### src/rtl/pwm_pkg.sv
// Shared PWM constants and capture FSM states; the 4-bit generator uses the same frame constants.
package pwm_pkg;

  typedef enum logic [1:0] {
    WAIT_RISE,
    HIGH,
    LOW,
    STUCK
  } pwm_state_e;

  localparam int unsigned PWM_PERIOD = 16;
  localparam int unsigned DUTY_W     = 4;

endpackage

### src/rtl/pwm_edge_sync.sv
// Two-flop synchronizer for the PWM pin plus a previous-value register for edge detection.
module pwm_edge_sync (
  input  logic clk,
  input  logic resetn,
  input  logic pwm_in,
  output logic level,
  output logic rise,
  output logic fall
);

  logic s_meta;
  logic s_prev;

  always_ff @(posedge clk or negedge resetn) begin
    if (!resetn) begin
      s_meta <= 1'b0;
      level  <= 1'b0;
      s_prev <= 1'b0;
    end else begin
      s_meta <= pwm_in;
      level  <= s_meta;
      s_prev <= level;
    end
  end

  assign rise = level & ~s_prev;
  assign fall = ~level & s_prev;

endmodule

### src/rtl/pwm_capture.sv
// Measures high time and period of an asynchronous PWM input, recovers the generator
// duty code for 16-cycle frames and flags an edge-less (stuck) input.
module pwm_capture
  import pwm_pkg::*;
#(
  parameter int unsigned CNT_W = 8
) (
  input  logic              clk,
  input  logic              resetn,
  input  logic              pwm_in,
  output logic [CNT_W-1:0]  high_cnt,
  output logic [CNT_W-1:0]  period_cnt,
  output logic [DUTY_W-1:0] duty_code,
  output logic              code_ok,
  output logic              meas_valid,
  output logic              stuck,
  output logic              stuck_level
);

  localparam logic [CNT_W-1:0] CNT_MAX = '1;
  localparam logic [CNT_W-1:0] ONE     = CNT_W'(1);

  logic s, rise, fall;

  pwm_edge_sync u_sync (
    .clk    (clk),
    .resetn (resetn),
    .pwm_in (pwm_in),
    .level  (s),
    .rise   (rise),
    .fall   (fall)
  );

  pwm_state_e       state, state_nxt;
  logic [CNT_W-1:0] per_ctr, per_nxt;
  logic [CNT_W-1:0] idle_ctr, idle_nxt;
  logic [CNT_W-1:0] hi_lat;
  logic             do_latch, do_publish, do_stuck, do_unstuck;
  logic             per_sat;

  assign per_sat = (per_ctr == CNT_MAX);

  always_ff @(posedge clk or negedge resetn) begin
    if (!resetn) state <= WAIT_RISE;
    else         state <= state_nxt;
  end

  // Edge handling takes priority over saturation, so a rise on the last count still publishes.
  always_comb begin
    state_nxt  = state;
    per_nxt    = per_ctr;
    idle_nxt   = '0;
    do_latch   = 1'b0;
    do_publish = 1'b0;
    do_stuck   = 1'b0;
    do_unstuck = 1'b0;
    case (state)
      WAIT_RISE: begin
        if (rise) begin
          state_nxt = HIGH;
          per_nxt   = ONE;
        end else if (idle_ctr == CNT_MAX) begin
          state_nxt = STUCK;
          do_stuck  = 1'b1;
        end else begin
          idle_nxt  = idle_ctr + ONE;
        end
      end
      HIGH: begin
        if (fall) begin
          do_latch  = 1'b1;
          state_nxt = LOW;
          per_nxt   = per_sat ? per_ctr : per_ctr + ONE;
        end else if (per_sat) begin
          state_nxt = STUCK;
          do_stuck  = 1'b1;
        end else begin
          per_nxt   = per_ctr + ONE;
        end
      end
      LOW: begin
        if (rise) begin
          do_publish = 1'b1;
          state_nxt  = HIGH;
          per_nxt    = ONE;
        end else if (per_sat) begin
          state_nxt  = STUCK;
          do_stuck   = 1'b1;
        end else begin
          per_nxt    = per_ctr + ONE;
        end
      end
      STUCK: begin
        if (rise) begin
          do_unstuck = 1'b1;
          state_nxt  = HIGH;
          per_nxt    = ONE;
        end else if (fall) begin
          do_unstuck = 1'b1;
          state_nxt  = WAIT_RISE;
        end
      end
      default: state_nxt = WAIT_RISE;
    endcase
  end

  always_ff @(posedge clk or negedge resetn) begin
    if (!resetn) begin
      per_ctr     <= '0;
      idle_ctr    <= '0;
      hi_lat      <= '0;
      high_cnt    <= '0;
      period_cnt  <= '0;
      duty_code   <= '0;
      code_ok     <= 1'b0;
      meas_valid  <= 1'b0;
      stuck       <= 1'b0;
      stuck_level <= 1'b0;
    end else begin
      per_ctr    <= per_nxt;
      idle_ctr   <= idle_nxt;
      meas_valid <= do_publish;
      if (do_latch) hi_lat <= per_ctr;
      if (do_publish) begin
        high_cnt   <= hi_lat;
        period_cnt <= per_ctr;
        code_ok    <= (per_ctr == CNT_W'(PWM_PERIOD));
        if (per_ctr == CNT_W'(PWM_PERIOD)) duty_code <= DUTY_W'(hi_lat - ONE);
      end
      // A generator at full duty never falls; report it as code 15 rather than leaving a stale code.
      if (do_stuck) begin
        stuck       <= 1'b1;
        stuck_level <= s;
        if (s) begin
          duty_code <= '1;
          code_ok   <= 1'b1;
        end
      end
      if (do_unstuck) stuck <= 1'b0;
    end
  end

endmodule

### config.mk
export PLATFORM = sky130hd
export DESIGN_NAME = pwm_capture
export DESIGN_NICKNAME = d
export VERILOG_FILES = /design/src/rtl/pwm_pkg.sv /design/src/rtl/pwm_edge_sync.sv /design/src/rtl/pwm_capture.sv
export SDC_FILE = /design/constraint.sdc
export NUM_CORES = 1
export LEC_CHECK = 0
export ABC_AREA = 1
export CAP_MARGIN = 20
export CORE_MARGIN = 2
export CORE_UTILIZATION = 50
export CTS_CLUSTER_DIAMETER = 150
export DETAILED_ROUTE_END_ITERATION = 8
export PLACE_DENSITY = 0.75
export REMOVE_ABC_BUFFERS = 1
export SLEW_MARGIN = 25
export SYNTH_ARGS = -nofsm -noshare
export SYNTH_HDL_FRONTEND = slang
export SYNTH_HIERARCHICAL = 1
export SYNTH_SLANG_ARGS = --single-unit
### constraint.sdc
create_clock -name clk -period 1.5 [get_ports clk]
set_input_delay 0.225 -clock clk [delete_from_list [all_inputs] [get_ports clk]]
set_output_delay 0.225 -clock clk [all_outputs]
set_load 0.01 [all_outputs]
[After elaboration in Yosys (flattened, before gate mapping)]
Cells that the tools add are included.
Word-level totals
  word-level logic and storage cells: 70
  flip-flop bits (word level): 53
  input bits: 3
  output and inout bits: 24
Operators by class
  reductions and logical operators: 4
  add/subtract/negate cells: 3
  eq/ne operators: 9
  bitwise logic cells: 4
  mux-type cells: 36
Operators with widths (count)
  $mux 8: 6
  $pmux 8 s3: 1
  $add 8x1->8 const B: 2
  $eq 8x8->1 const B: 2
  $mux 1: 16
  $mux 4: 4
  $mux 2: 7
  $eq 8x5->1 const B: 1
  $pmux 2 s4: 1
  $ne 3x3->1 const B: 2
  $eq 2x2->1 const B: 2
  $sub 4x1->4 const B: 1
  $pmux 1 s3: 1
  $and 1x1->1: 2
  $eq 2x1->1 const B: 1
  $logic_not 2->1: 1
  $ne 2x1->1 const B: 1
  $not 1->1: 2
  $reduce_and 2->1: 1
  $reduce_bool 2->1: 1
  $reduce_or 2->1: 1

[Depth between registers and ports, before layout]
  depth after elaboration: 7
  gate-level depth with buffers: 10
  depth with buffers taken out: 10

[Modules after synthesis]
Netlist, hierarchy kept.
By module, submodules not included
  pwm_capture: sequential area each 1251.2 um^2, area each 2404.8 um^2, instances 1, cells each 292
  pwm_edge_sync: sequential area each 75.1 um^2, area each 90.1 um^2, instances 1, cells each 7

[Least setup slack after synthesis]
OpenSTA, ideal clock, no wires.
  path type: register to register
  start: register state[0]
  end: register stuck_level
  slack: 63 ps
  setup time: 119 ps
  stages on the path, launching flop included: 10
  arrival time: 1318 ps
  path buffers: 0
  path through: dfrtp_1 -> inv_1 -> ha_1 -> inv_1 -> nor2_1 -> nand3_1 -> nand2_1 -> nand2_1 -> nand2_1 -> nand2_1
On the way
  cells in the longest elaborated chain, start to end: 2
  elaborated cells between the ends (all ways): 4
RTL lines
  from (decl): line pwm_capture.sv:34  | pwm_state_e state, state_nxt;
  from (signal assigned): line pwm_capture.sv:45  | else state <= state_nxt;
  $eq 2x2->1, or another cell as far along: line pwm_capture.sv:57  | case (state)
  $pmux 1 s3 (*): line pwm_capture.sv:57
  to (signal assigned): line pwm_capture.sv:133  | stuck_level <= s;
  to (decl): line pwm_capture.sv:17  | output logic stuck_level
Every way passes the cells marked *; elsewhere a longest branch is shown, timed or not.
A chain may end at the register's enable or synchronous reset.

[Final worst setup path]
  start: register period_cnt[4]
  end: output port period_cnt[4]
RTL lines
  from (decl): line pwm_capture.sv:12  | output logic [CNT_W-1:0] period_cnt,
  from (signal assigned): line pwm_capture.sv:126  | period_cnt <= per_ctr;
No word-level cell between the ends.

==> reports/results.tsv <==
metric	value	unit
layout_commonest_cell	nand2_1	
detail_route.wirelength	5230	um
crit_required	1.27	ns
port_buffers	26	
power_density	1410	nW/um^2
yosys-top-cells-area	dfrtp_1 53%, nand2_1 14%, nor2_1 5.0%	
routedWlPerCell	12.4	um
routabilityCongestion	0.886	
clk_latency	0.30	ns
dieHeight	74.6	um
cpPeakStageDelay	0.55	ns
area_delta_synth_final	29.9	%
critPathLaunchType	register	
cts_buffer_depth	2	
outcome	complete, no violations	
path_buf_inv	1	
tightest_slew	0.282	ns
cts_tree	yes	
n_antenna_cell	0	
viasPerCell	4.92	
cts_buffers	5	
avgSynthCellArea	8.34	sq um
vias	2072	
antenna_found_initial	0	
yosysUniqueCellTypes	31	
start_util	52.5	%
timing_hold_violations_final	0	
grt_pass1_vias	1900	
clk_pin_slew	0.09	ns
yosysSeqAreaShare	53.2	%
finalSetupViolCount	0	
crit_chain	clkdlybuf4s50_1	
fmax	0.685	GHz
cts.sinks	53	
grt_max_degree	54	
ys_warn_count	6	
period_share	97.3	%
dp_hpwl	3570	um
core	4750	sq um
slew-limit-headroom	81.2	%
rows	25	
stdcell_count	421	
rsz0062_at_grt	true	
syn-cell-area	2490	sq um
setup_tns	0	ns
fin_crit	1.46	ns
grt-ovfl-total	0	
fill_cells	397	
ys_ff_latch	53	
cp_max_fo	2	
cp_top_family	buffers and inverters	
slew_viol_final	0	
hp-class	reg2reg	
first_iter_violations	102	
netlist.area_leader.share	53.2	%
cts_root_buf	clkbuf_8	
crit_type	reg2out	
whs	0.354	ns
drcViolationCount	0	
fin_skew	0.00472	ns
die_area	5570	sq um
gr-usage-all-layers	20.1	%
leakagePower	1.56	nW
cts_max_level	2	
fin_nets	366	
dpl.cell_count	404	
yosys.area.top_type	dfrtp_1	
postRouteAntennaNets	0	
layout_common_cells	86 x nand2_1, 53 x dfrtp_1, 28 x inv_1, 28 x nor2_1, 25 x clkdlybuf4s50_1	
dr.pass1.iters	4	
max-cap-violations	0	
end_kind	primary output	
cp_data_arrival_time	1.24	ns
die_w	74.6	um
drive_gt1_share	19.5	%
p_total	4.57	mW
grt_pass1_wl	8540	um
ir_drop	0.651	mV
final_util	68.2	%
cpMaxStageDelayCell	clkdlybuf4s50_1	
synthCells	299	
num_io_pins	27	
==> worst paths after layout <==
kind | startpoint | depth (start not counted) | to | slack, ns
min reg2reg | u_sync/s_meta | 0 | u_sync/level | 0.35
max reg2reg | state[0] | 10 | stuck_level | 0.06
min in group asynchronous | resetn | 3 | u_sync/level | 0.43
max in group asynchronous | resetn | 3 | per_ctr[6] | 0.83
max | period_cnt[4] | 1 | period_cnt[4] | 0.04
min | u_sync/s_meta | 0 | u_sync/level | 0.35
==> power by group <==
group / switching, mW / internal (mW) / total [mW]
logic: 1.08 / 0.868 / 1.95
registers: 0.153 / 1.66 / 1.81
clock network: 0.438 / 0.365 / 0.804
==> cells in the mapped netlist (all sizes together) <==
master / n
inv: 32
buf: 4
o22ai: 1
nor2: 37
xnor2: 1
nor3: 4
dfrtp: 53
clkbuf: 1
o21ai: 22
nand4: 2
o21a: 1
a211oi: 1
nor3b: 2
and3: 1
xor2: 1
or2: 1
nand3b: 1
ha: 9
nand3: 18
a21oi: 9
a31oi: 1
nand2: 96
o211ai: 1
==> stage by stage <==
step | instance area (sq um) | worst slack (ns)
after floorplan | 2460 | -0.150
after global placement | 2940 | -0.0332
after detailed placement | 2940 | -0.0761
after CTS | 3070 | 0.00232
after global routing | 3240 | -0.0574
final | 3240 | 0.0399
==> cell families (layout without fill, tap and decap cells) <==
family / after synthesis / in the layout / share of synthesized area (%)
compound gates: 36 / 36 / 7.77
xor+xnor: 2 / 2 / 0.702
simple gates: 162 / 162 / 27.7
buf+inv: 37 / 92 / 6.12
fa+ha+maj: 9 / 9 / 4.51
flops: 53 / 53 / 53.2
==> final cells by class <==
type | count | area [sq um] | area share (%)
clock inverters | 1 | 7.51 | 0.232
multi-input cells | 209 | 1130 | 34.8
repair buffers | 53 | 489 | 15.1
flip-flops and latches | 53 | 1330 | 40.9
clock buffers | 6 | 82.6 | 2.55
well taps | 67 | 83.8 | 2.59
inverters | 32 | 123 | 3.78
==> timing repair <==
action | 4_1_cts | 5_1_grt
setup endpoints to repair | 16 | 17
hold buffers | 1 | 0
gates resized for setup | 8 | 28
pin swaps | 0 | 7
buffers inserted | 0 | 9
hold endpoints to repair | 53 | 0
==> flip-flops by register name, indices dropped and copies added (netlist names) <==
name / flops
code_ok: 1
duty_code: 4
hi_lat: 8
high_cnt: 8
idle_ctr: 8
meas_valid: 1
per_ctr: 8
period_cnt: 8
state: 2
stuck: 1
stuck_level: 1
u_sync/level: 1
u_sync/s_meta: 1
u_sync/s_prev: 1
==> routing by layer <==
metal,vias to the layer above,part of all wire (%),global-route usage [%]
li1,1050,-,-
met1,981,48,28.3
met2,34,48,31.6
met3,7,3.1,4.55
met4,0,1.1,6.15
met5,-,0,0
Note: power is estimated with default switching activity, not from simulation.
